===== src/rtl/ctrl_pkg.sv =====
// Shared definitions for the exposure controller: state encoding, exposure limits and
// the clamp applied to the requested exposure time.
package ctrl_pkg;

  localparam int unsigned EX_W           = 5;
  localparam int unsigned EX_MIN_DEFAULT = 2;
  localparam int unsigned EX_MAX_DEFAULT = 30;
  localparam int unsigned READOUT_LEN    = 7;

  typedef logic [EX_W-1:0] ex_t;

  typedef enum logic [1:0] {
    IDLE    = 2'd0,
    EXPOSE  = 2'd1,
    READOUT = 2'd2
  } state_e;

  // Saturate a requested exposure length into [lo, hi].
  function automatic ex_t clamp_ex(ex_t v, ex_t lo, ex_t hi);
    ex_t r;
    r = v;
    if (v < lo) r = lo;
    else if (v > hi) r = hi;
    return r;
  endfunction

endpackage


===== src/rtl/ctrl_ex_counter.sv =====
// Loadable down-counter shared by the EXPOSE and READOUT phases. The next value is exported
// so the owner can register outputs decoded from the counter without an extra cycle of lag.
module ctrl_ex_counter
  import ctrl_pkg::*;
(
  input  logic            clk_i,
  input  logic            rst_ni,
  input  logic            load_i,
  input  logic [EX_W-1:0] load_val_i,
  input  logic            dec_i,
  output logic [EX_W-1:0] count_d_o,
  output logic            tc_o
);

  logic [EX_W-1:0] count_q, count_d;

  // Next count: load wins over decrement; never wraps below zero.
  always_comb begin
    count_d = count_q;
    if (load_i) begin
      count_d = load_val_i;
    end else if (dec_i && (count_q != '0)) begin
      count_d = count_q - EX_W'(1);
    end
  end

  // Count register with synchronous active-low clear.
  always_ff @(posedge clk_i) begin
    if (!rst_ni) count_q <= '0;
    else         count_q <= count_d;
  end

  assign count_d_o = count_d;
  assign tc_o      = (count_q == '0);

endmodule


===== src/rtl/ctrl_exposure_fsm.sv =====
// Pixel exposure / readout sequencer. One frame is N exposure cycles (N = clamped EX_time,
// latched at start) followed by a fixed 7-cycle two-row readout, then at least one IDLE cycle.
// All outputs are flops decoded from next state and next counter value.
module ctrl_exposure_fsm
  import ctrl_pkg::*;
#(
  parameter int unsigned EX_MIN = EX_MIN_DEFAULT,
  parameter int unsigned EX_MAX = EX_MAX_DEFAULT
) (
  input  logic            Clk,
  input  logic            Reset,
  input  logic            Init,
  input  logic [EX_W-1:0] EX_time,
  output logic            Erase,
  output logic            Expose,
  output logic            NRE_1,
  output logic            NRE_2,
  output logic            ADC,
  output logic            Busy,
  output logic            Frame_done
);

  localparam ex_t ExMin     = ex_t'(EX_MIN);
  localparam ex_t ExMax     = ex_t'(EX_MAX);
  localparam ex_t RoLoadVal = ex_t'(READOUT_LEN - 1);

  state_e state_q, state_d;

  logic            cnt_load;
  logic [EX_W-1:0] cnt_load_val;
  logic            cnt_dec;
  logic [EX_W-1:0] cnt_d;
  logic            cnt_tc;

  logic erase_d, expose_d, nre_1_d, nre_2_d, adc_d, busy_d, frame_done_d;

  // Counter holds remaining cycles minus one; terminal count marks the last cycle of a phase.
  ctrl_ex_counter u_ex_counter (
    .clk_i      (Clk),
    .rst_ni     (Reset),
    .load_i     (cnt_load),
    .load_val_i (cnt_load_val),
    .dec_i      (cnt_dec),
    .count_d_o  (cnt_d),
    .tc_o       (cnt_tc)
  );

  // Next-state and counter control.
  always_comb begin
    state_d      = state_q;
    cnt_load     = 1'b0;
    cnt_load_val = '0;
    cnt_dec      = 1'b0;
    case (state_q)
      IDLE: begin
        if (Init) begin
          state_d      = EXPOSE;
          cnt_load     = 1'b1;
          cnt_load_val = clamp_ex(EX_time, ExMin, ExMax) - ex_t'(1);
        end
      end
      EXPOSE: begin
        if (cnt_tc) begin
          state_d      = READOUT;
          cnt_load     = 1'b1;
          cnt_load_val = RoLoadVal;
        end else begin
          cnt_dec = 1'b1;
        end
      end
      READOUT: begin
        if (cnt_tc) state_d = IDLE;
        else        cnt_dec = 1'b1;
      end
      default: begin
        state_d  = IDLE;
        cnt_load = 1'b1;
      end
    endcase
  end

  // Output decode for the coming cycle. In READOUT the count runs 6..0 for R0..R6.
  always_comb begin
    erase_d      = 1'b1;
    expose_d     = 1'b0;
    nre_1_d      = 1'b1;
    nre_2_d      = 1'b1;
    adc_d        = 1'b0;
    busy_d       = 1'b0;
    frame_done_d = (state_q == READOUT) && cnt_tc;
    case (state_d)
      EXPOSE: begin
        erase_d  = 1'b0;
        expose_d = 1'b1;
        busy_d   = 1'b1;
      end
      READOUT: begin
        erase_d = 1'b0;
        busy_d  = 1'b1;
        nre_1_d = !(cnt_d >= ex_t'(4));
        nre_2_d = !(cnt_d <= ex_t'(2));
        adc_d   = (cnt_d == ex_t'(5)) || (cnt_d == ex_t'(1));
      end
      default: ;
    endcase
  end

  // State and output registers; reset forces IDLE outputs and suppresses Frame_done.
  always_ff @(posedge Clk) begin
    if (!Reset) begin
      state_q    <= IDLE;
      Erase      <= 1'b1;
      Expose     <= 1'b0;
      NRE_1      <= 1'b1;
      NRE_2      <= 1'b1;
      ADC        <= 1'b0;
      Busy       <= 1'b0;
      Frame_done <= 1'b0;
    end else begin
      state_q    <= state_d;
      Erase      <= erase_d;
      Expose     <= expose_d;
      NRE_1      <= nre_1_d;
      NRE_2      <= nre_2_d;
      ADC        <= adc_d;
      Busy       <= busy_d;
      Frame_done <= frame_done_d;
    end
  end

endmodule


===== config.mk =====
export PLATFORM = sky130hd
export DESIGN_NAME = ctrl_exposure_fsm
export DESIGN_NICKNAME = d
export VERILOG_FILES = /design/src/rtl/ctrl_pkg.sv /design/src/rtl/ctrl_ex_counter.sv /design/src/rtl/ctrl_exposure_fsm.sv
export SDC_FILE = /design/constraint.sdc
export NUM_CORES = 1
export LEC_CHECK = 0
export CORE_MARGIN = 5
export CORE_UTILIZATION = 49
export DETAILED_ROUTE_END_ITERATION = 16
export PLACE_DENSITY = 0.76
export SLEW_MARGIN = 20
export SYNTH_ARGS = -nofsm -noshare
export SYNTH_HDL_FRONTEND = slang
export SYNTH_SLANG_ARGS = --single-unit

===== constraint.sdc =====
create_clock -name Clk -period 3.25 [get_ports Clk]
set_clock_uncertainty 0.1 [all_clocks]
set_input_delay 0.65 -clock Clk [delete_from_list [all_inputs] [get_ports Clk]]
set_output_delay 0.65 -clock Clk [all_outputs]
set_load 0.01 [all_outputs]

### Yosys cells after proc, flatten, opt, wreduce, memory -nomap -nowiden

Index checks and enable logic that the tools add are counted.

* output and inout port bits: 7
* register bits after elaboration: 14
* input port bits: 8
* logic and storage cells: 53

* mux-type cells: 21
* $add $sub $neg: 2
* reductions and logical operators: 11
* eq/ne operators: 6
* order comparisons: 4

Operators by type and width (number)
* $mux W5: 7
* $pmux W5 S2: 1
* $sub A5 B1 Y5 const B: 2
* $mux W1: 7
* $mux W2: 3
* $pmux W2 S3: 1
* $eq A5 B1 Y1 const B: 1
* $eq A5 B3 Y1 const B: 1
* $ge A5 B3 Y1 const B: 1
* $gt A5 B5 Y1 const B: 1
* $le A5 B2 Y1 const B: 1
* $logic_not A5 Y1: 1
* $lt A5 B2 Y1 const B: 1
* $reduce_bool A5 Y1: 1
* $eq A2 B1 Y1 const B: 2
* $eq A2 B2 Y1 const B: 2
* $reduce_or A2 Y1: 2
* $mux W3: 1
* $pmux W1 S3: 1
* $logic_and A1 B1 Y1: 2
* $logic_not A1 Y1: 2
* $logic_not A2 Y1: 1
* $reduce_and A2 Y1: 1
* $logic_or A1 B1 Y1: 1

### Longest topological paths before layout

Gate-level depths: netlist of run 1.

* depth after elaboration: 11
* mapped depth: 10
* gate-level depth less buffers: 10

### Modules after synthesis

Synthesis of run 1 repeated with hierarchy kept, for this count alone.

* cells, all modules: 105
* area, all modules: 879.6 µm²

By module, submodules not included
* ctrl_exposure_fsm: cells each 63, seq. area each 180.2 µm², area an instance 536.8 µm², instances 1
* ctrl_ex_counter: cells each 42, seq. area each 100.1 µm², area an instance 342.8 µm², instances 1

### Worst setup path before layout of run 1

Ideal clock, no wire load.

* kind: in2reg
* start: input port EX_time[4]
* end: register NRE_2
* path buffers: 0
* stages: 9
* library setup time: 124 ps
* path slack: 612 ps
* required time: 3026 ps
* data arrival time: 2414 ps
* cells stage by stage: nor3_1 -> nand2b_1 -> nand3_1 -> ha_1 -> nor3b_1 -> xnor2_1 -> o21ai_0 -> or3_4 -> a2111o_1

* longest elaborated chain between the ends: 11
* elaborated cells between the ends (all ways): 12
* classes of those cells: 1 x add/sub; 3 x order compare; 7 x mux; 1 x reduce/logical

RTL lines
* start, declared: RTL line ctrl_exposure_fsm.sv:13 `input logic [EX_W-1:0] EX_time,`
* $gt A5 B5 Y1: RTL line ctrl_pkg.sv:23 `else if (v > hi) r = hi;`
* $mux W5: RTL line ctrl_pkg.sv:23
* $mux W5 *: RTL line ctrl_pkg.sv:22 `if (v < lo) r = lo;`
* $mux W5 *: RTL line ctrl_exposure_fsm.sv:56 `if (Init) begin`
* $mux W5 *: RTL line ctrl_exposure_fsm.sv:54 `case (state_q)`
* $sub A5 B1 Y5 *: RTL line ctrl_exposure_fsm.sv:59 `cnt_load_val = clamp_ex(EX_time, ExMin, ExMax) - ex_t'(1);`
* $mux W5 *: RTL line ctrl_exposure_fsm.sv:56
* $pmux W5 S2 *: RTL line ctrl_exposure_fsm.sv:54
* $mux W5 *: RTL line ctrl_ex_counter.sv:20 `if (load_i) begin`
* $le A5 B2 Y1 *: RTL line ctrl_exposure_fsm.sv:101 `nre_2_d = !(cnt_d <= ex_t'(2));`
* $logic_not A1 Y1 *: RTL line ctrl_exposure_fsm.sv:101
* end signal, assigned: RTL line ctrl_exposure_fsm.sv:124 `NRE_2 <= nre_2_d;`
* end, declared: RTL line ctrl_exposure_fsm.sv:17 `output logic NRE_2,`

Every way passes the cells marked *; elsewhere a longest branch is shown, timed or not. The select of a mux whose other input is x is not followed.
A chain may end at the register's enable or synchronous reset.

### Final worst setup path of run 1

* start: input port EX_time[3]
* end: register NRE_2

Same word-level chain as after synthesis.

==> results of run 1 <==
metal layers:
metal  vias up  wire length, microns  track usage
met5         -                     0            0
met4         0                     0       0.0298
met3         0                    62       0.0266
met2        15                   763        0.217
met1       321                   771        0.169
li1        349                     -            -
state kept, by name, summed over array words and instances (netlist names):
register	flops
ADC	1
Busy	1
Erase	1
Expose	1
Frame_done	1
NRE_1	1
NRE_2	1
state_q	2
u_ex_counter.count_q	5
worst max-delay path, stage by stage:
cell                              delay [ns]
sky130_fd_sc_hd__clkdlybuf4s50_1        0.44
sky130_fd_sc_hd__nor3_1                 0.25
sky130_fd_sc_hd__nand2b_1               0.12
sky130_fd_sc_hd__nand3_1                0.11
sky130_fd_sc_hd__ha_1                   0.19
sky130_fd_sc_hd__nor3b_1                0.23
sky130_fd_sc_hd__xnor2_1                0.14
sky130_fd_sc_hd__o21ai_0                0.11
sky130_fd_sc_hd__or3_4                  0.42
sky130_fd_sc_hd__a2111o_1               0.38
cells in the mapped netlist, drive strengths merged (2+ instances only):
master and number:
a21oi 4, and2 8, dfxtp 14, ha 8
inv 7, nand2 7, nand2b 2, nor2 4
nor2b 2, nor3 2, nor4b 2, o21ai 4
or3 2, xnor2 3
final timing paths:
| kind | to | slack (ns) |
|---|---|---|
| min reg2reg | Frame_done | 0.59 |
| max | NRE_2 | 0.26 |
| min | Frame_done | 0.59 |
| max reg2reg | NRE_2 | 0.82 |
metrics by stage:
stage | power, mW | instance area [sq um] | hold WS, ns | std cells | setup WS [ns]
finish | 0.584 | 1000 | 0.585 | 123 | 0.258
global route | 0.628 | 1000 | 0.623 | 123 | 0.159
CTS | 0.587 | 1000 | 0.594 | 123 | 0.289
detailed placement | 0.494 | 982 | 0.581 | 120 | 0.00571
global placement | 0.487 | 982 | 0.576 | 120 | 0.0950
floorplan | 0.410 | 803 | 0.547 | 88 | 0.612
cell families after synthesis:
kind of cell | count (synthesis) | share of synthesized area
AOI/OAI and AO/OA | 18 | 0.160
xor gates and xnor gates | 3 | 0.0327
adders and majority gates | 8 | 0.125
buffers and inverters | 8 | 0.0374
DFF | 14 | 0.349
muxes | 1 | 0.0140
and+or+nand+nor | 36 | 0.282
power groups by stage:
stage               logic [mW]  clock network [mW]  registers (mW)
finish                   0.262              0.0935           0.228
global route             0.291               0.104           0.232
CTS                      0.263              0.0958           0.228
detailed placement       0.261                   0           0.232
global placement         0.256                   0           0.231
floorplan                0.176                   0           0.234
layout make-up:
cell class                 count  area, sq um  share of cell area
multi-input combinational     66          493               0.491
sequential                    14          280               0.279
timing repair buffer          17          163               0.162
inverter                       7         26.3              0.0262
clock buffer                   3         22.5              0.0224
tap                           16         20.0              0.0199
==> results by stage, run 1 <==
Status:
- The run finished with clean final reports.

Die:
- The vertical die dimension is 50.5 microns.
- The I/O pin count is 15.
- The starting density of the core is 0.527.
- The area of the core is 1520 sq um.
- The row count is 14.
- The die is 50.5 microns wide.
- The floorplan die area is 2550 sq um.

Synthesis:
- The number of enable-type register cells in the synthesized netlist is 0.
- Counting every instance in the synthesized netlist gives 88.
- The summed instance area of the synthesized netlist is 803 sq um.
- In the synthesized netlist the async set-or-reset flop fraction comes to 0.
- The post-synth net total is 104.
- The distinct cell type count after synthesis is 36.
- The number of warning messages in the yosys log is 0.
- The sequential cell area fraction in the yosys report is 0.349.
- The post-synthesis cell type with the largest combined area is sky130_fd_sc_hd__dfxtp_1.
- The register bit count reported by yosys is 14.
- The share of synthesized area in the top cell type comes to 0.349.
- By area the synthesized netlist is led by sky130_fd_sc_hd__dfxtp_1, sky130_fd_sc_hd__ha_1, sky130_fd_sc_hd__and2_1.
- The synthesized area divided by synthesized cell count is 9.13 sq um.
- The primary flip-flop cell chosen by synthesis mapping is sky130_fd_sc_hd__dfxtp_1.

Place:
- The congestion estimate from routability-driven global placement came to 0.873.
- The detailed placer's ending HPWL is 1320 microns.
- The number of I/O port buffers is 14.

Route:
- After the first detailed-routing iteration, the DRC count stood at 7.
- The count of unresolved DRC violations after routing is 0.
- The via density per instance is 5.57.
- The detailed router placed 685 vias in this run.
- The first detailed-routing pass took 4 iterations.
- The final wirelength is 1600 microns.
- Once detail routing completed, the nets flagged for antenna violations numbered 0.
- In the final routed layout, each cell accounts on average for 13.0 microns.

Setup path:
- The most critical setup path has its startpoint at EX_time[3].
- For the worst flop-to-flop path, the logic depth is 7.
- The startpoint identified for the worst register-to-register timing path is state_q[0].
- For the worst setup path, the data required time is 3.31 ns.
- For the worst setup path, the data arrival time is 3.05 ns.
- The category of the worst setup path capture point is a flop.
- The worst setup path is launched from a primary input.
- The kind of critical path is in -> reg.
- Along the worst path, the maximum fanout reaches 3.

Clock network:
- Post-CTS timing repair inserted 0 buffers for setup.
- The clock root buffer is sky130_fd_sc_hd__clkbuf_4.
- CTS built an H-tree with a depth of 1.
- At the later pin of the worst-skew pair, clock insertion delay measures 0.26 ns.
- After clock tree synthesis, the clock-pin slew on the worst setup and hold paths is 0.08 ns.
- The clock drives 14 sinks.
- The total CTS buffers is 3.
- The number of hold buffers added after CTS was 0.
- The CTS tree is yes.
- The count of instances resized after the clock tree is built is 0.
- The clock tree buffer depth is 2.

Global route:
- The total congestion overflow after global routing is 0.
- The global-route wire length before repair is 2700 microns.
- The number of global-route vias before repair is 662.
- Entering global routing, the biggest net connects 12 pins.
- The global-route total usage across every layer is 0.129.
- The number of antenna violations at the first check in global routing is 0.

Finish:
- The final core utilization is 0.659.
- The net count of the finished layout is 125.
- The top cell types in the final layout, fill and taps aside, are sky130_fd_sc_hd__dfxtp_1, sky130_fd_sc_hd__clkdlybuf4s50_1, sky130_fd_sc_hd__ha_1.
- The area added between synthesis and finish is 25.1%.
- In the final layout, the share of cells above drive strength 1 is 0.112.
- Counting the fill cells in the layout gives 119.
- 0 antenna diodes ended up in the layout.

STA:
- The post-route fraction of the period consumed by the critical path is 0.921.
- The max-slew violation count came to 0.
- The summed negative setup slack over all endpoints is 0 ns.
- The routed design could run at a clock period as short as 2.99 ns.
- For the pin with the worst max-slew slack, the measured transition is 0.357 ns.
- Derived from the worst setup path, the maximum achievable clock frequency is 334 MHz.
- Setup repair after global routing left no endpoint under its margin.
- The number of failing hold endpoints at the final stage is 0.
- The final number of setup-violating endpoints is 0.
- The worst slew margin relative to its limit is 0.761.

Min path:
- The instance count along the most critical hold path is 2.
- The startpoint identified for the worst hold timing path is u_ex_counter.count_q[4].
- The min-delay analysis places its worst path in the category reg -> reg.

Pwr:
- The static leakage is 0.400 nW.
- The net switching power is 0.203 mW.
- IR analysis of the VDD net gives a maximum drop of 445 uV.
- Of the total power, the clock network draws 0.160.
- Cell internal power was estimated by the tool at 0.381 mW.
- Of the total power, the share spent switching nets is 0.348.
- The register share of total power is 0.391.
- The share of total power dissipated in combinational logic is 0.449.
- The total power density per cell area is 581 nW/um^2.

Flow run:
- The tool flagged a number of max-cap violations equal to 0.
No activity file was read; power rests on OpenSTA's default activity.
==> run 2: changes to the inputs <==
- CORE_MARGIN: 5 -> 10
==> run 2 against run 1 <==
Die area is 44% higher. Register-to-register slack worse by 0.03 ns. Setup slack worse by 0.029 ns. Clock-buffer cell count stayed put. Wire length is 11% higher. Critical path type unchanged. Clock power hardly changed. Hold slack better by 0.015 ns.
==> results by stage, run 2 (synthesized netlist as in run 1, its figures left out) <==
Global route:
- The global-route wire length before repair is 3160 microns (+17%).
- The total congestion overflow after global routing is 0 (unchanged).
- The number of global-route vias before repair came to 740 (+12%).
- The global-route total usage across every layer is 0.105 (-0.0245).
- The largest net degree at the start of global routing came to 12 (unchanged).
- The number of antenna violations at the first check in global routing is 0 (unchanged).

Place:
- The number of I/O port buffers is 14 (unchanged).
- The final RePlAce weighted congestion came to 0.857 (-1.9%).
- The post-place setup slack is -0.0294 ns (-0.0351 ns).
- The detailed placer's ending HPWL is 1450 microns (+9.9%).
- The placed standard-cell area is 982 sq um (unchanged).

STA:
- The upper clock frequency limit is 331 MHz (-0.95%).
- The transition time at the pin with the least slew margin is 0.364 ns (+0.00695 ns).
- The worst slew margin relative to its limit was 0.756 (-0.00465).
- The post-route fraction of the period consumed by the critical path is 0.929 (+0.00882).
- The max-slew violation count was 0 (unchanged).
- The number of failing hold endpoints at the final stage is 0 (unchanged).
- The final worst slack came to 0.230 ns (-0.0287 ns).
- The final number of setup-violating endpoints is 0 (unchanged).
- The final hold slack is 0.600 ns (+0.0149 ns).
- The final critical-path required period came to 3.02 ns (+0.0287 ns).
- Setup repair after global routing left no endpoint under its margin.

Route:
- The wire length per cell after detailed routing is 14.4 microns (+11%).
- The total number of vias came to 709 (+3.5%).
- The final wirelength was 1770 microns (+11%).
- The count of antenna-violating nets left after detailed routing was 0 (unchanged).
- The count of unresolved DRC violations after routing is 0 (unchanged).
- The DRC marker count from the first detailed-route iteration came to 24 (+17).
- The number of optimization iterations in the first detailed-route pass is 4 (unchanged).
- The via density per instance is 5.76 (+3.5%).

Clock network:
- The number of sinks on the clock net is 14 (unchanged).
- The number of hold buffers added after CTS is 0 (unchanged).
- The number of levels the H-tree was split into came to 1 (unchanged).
- The total CTS buffers was 3 (unchanged).
- The clock tree buffer depth is 2 (unchanged).
- The count of instances resized after the clock tree is built is 0 (unchanged).
- The clock transition at the registers of the reported paths is 0.08 ns (about the same).
- TritonCTS built the clock tree.
- The insertion delay of the later-clocked pin in the worst-skew pair is 0.26 ns (about the same).
- The post-CTS setup buffer count is 0 (unchanged).
- The clock root buffer is sky130_fd_sc_hd__clkbuf_4.

Finish:
- The number of flip-flops in the largest register was 5 (unchanged).
- The fraction of final layout cells sized beyond drive strength 1 was 0.112 (unchanged).
- The final core utilization is 0.659 (unchanged).
- The diode insertion count for antenna repair is 0 (unchanged).
- The net count of the finished layout is 125 (unchanged).
- The area added between synthesis and finish came to 25.1% (unchanged).
- In the layout the commonest cells are sky130_fd_sc_hd__dfxtp_1, sky130_fd_sc_hd__clkdlybuf4s50_1, sky130_fd_sc_hd__ha_1.
- The area of all placed cells without fillers is 1000 sq um (unchanged).
- The largest registers in the layout are u_ex_counter.count_q x5, state_q x2.
- The register ranked first by flip-flop count is u_ex_counter.count_q.

Die:
- The starting density of the core was 0.527 (unchanged).
- The I/O pin count came to 15 (unchanged).
- The floorplan die area is 3660 sq um (+44%).
- The row count is 14 (unchanged).
- The vertical die dimension was 60.5 microns (+20%).
- The area of the core was 1520 sq um (unchanged).
- The die span in x is 60.5 microns (+20%).

Status:
- The flow ran to the end, and the final reports show no timing, DRC or antenna violations.

Setup path:
- The data required time at the worst endpoint was 3.31 ns (about the same).
- The worst setup path is captured at a flop.
- The worst setup path is of the in -> reg kind.
- STA classifies the critical path startpoint as a primary input.
- The data arrival time of the critical path was 3.08 ns (+0.03 ns).
- The largest driver fanout on the critical path is 3 (unchanged).

Pwr:
- The total power density per cell area is 586 nW/um^2 (+0.87%).
- The static leakage was 0.400 nW (unchanged).
- The maximum vdd drop is 376 uV (-16%).

Flow run:
- The number of max-capacitance violations reported was 0 (unchanged).

Min path:
- The path category of the worst min-delay check is reg -> reg.
-- run 2: cell counts in the layout (fill, tap and decap cells not counted) --
Identical to the previous run, type by type.
-- run 2: worst max-delay path, stage by stage --
cell	delay [ns]
sky130_fd_sc_hd__clkdlybuf4s50_1	0.44
sky130_fd_sc_hd__nor3_1	0.26
sky130_fd_sc_hd__nand2b_1	0.12
sky130_fd_sc_hd__nand3_1	0.10
sky130_fd_sc_hd__ha_1	0.18
sky130_fd_sc_hd__nor3b_1	0.23
sky130_fd_sc_hd__xnor2_1	0.14
sky130_fd_sc_hd__o21ai_0	0.13
sky130_fd_sc_hd__or3_4	0.43
sky130_fd_sc_hd__a2111o_1	0.38
-- run 2: final timing paths --
check	start	to	slack [ns]	cells past startpoint
hold reg to reg	u_ex_counter.count_q[4]	Frame_done	0.60	2
setup / recovery	EX_time[3]	NRE_2	0.23	10
hold / removal	u_ex_counter.count_q[4]	Frame_done	0.60	2
setup reg to reg	state_q[0]	NRE_2	0.79	7
-- run 2: power breakdown --
group | internal, mW | leakage [nW] | switching, mW
sequential | 0.204 | 0.115 | 0.0253
combinational | 0.135 | 0.271 | 0.131
clock | 0.0427 | 0.0138 | 0.0506
total | 0.382 | 0.400 | 0.207
-- run 2: layer usage --
metal  vias to the layer above  part of all wire  wire length (microns)  track usage
li1                        351                 -                      -            -
met1                       347              0.44                    785        0.126
met2                        11              0.50                    878        0.182
met3                         0             0.060                    107       0.0334
met4                         0                 0                      0       0.0157
met5                         -                 0                      0            0
-- run 2: layout make-up --
class / instances / area [sq um]
multi-input cells: 66 / 493
well taps: 16 / 20.0
inverters: 7 / 26.3
repair buffers: 17 / 163
flip-flops and latches: 14 / 280
clock buffers: 3 / 22.5
fillers: 137 / 519
-- run 2: through the flow --
step                setup TNS (ns)  cells  total power [mW]
floorplan                        0     88             0.410
global placement                 0    120             0.488
detailed placement         -0.0294    120             0.497
CTS                              0    123             0.592
global route                     0    123             0.636
finish                           0    123             0.589
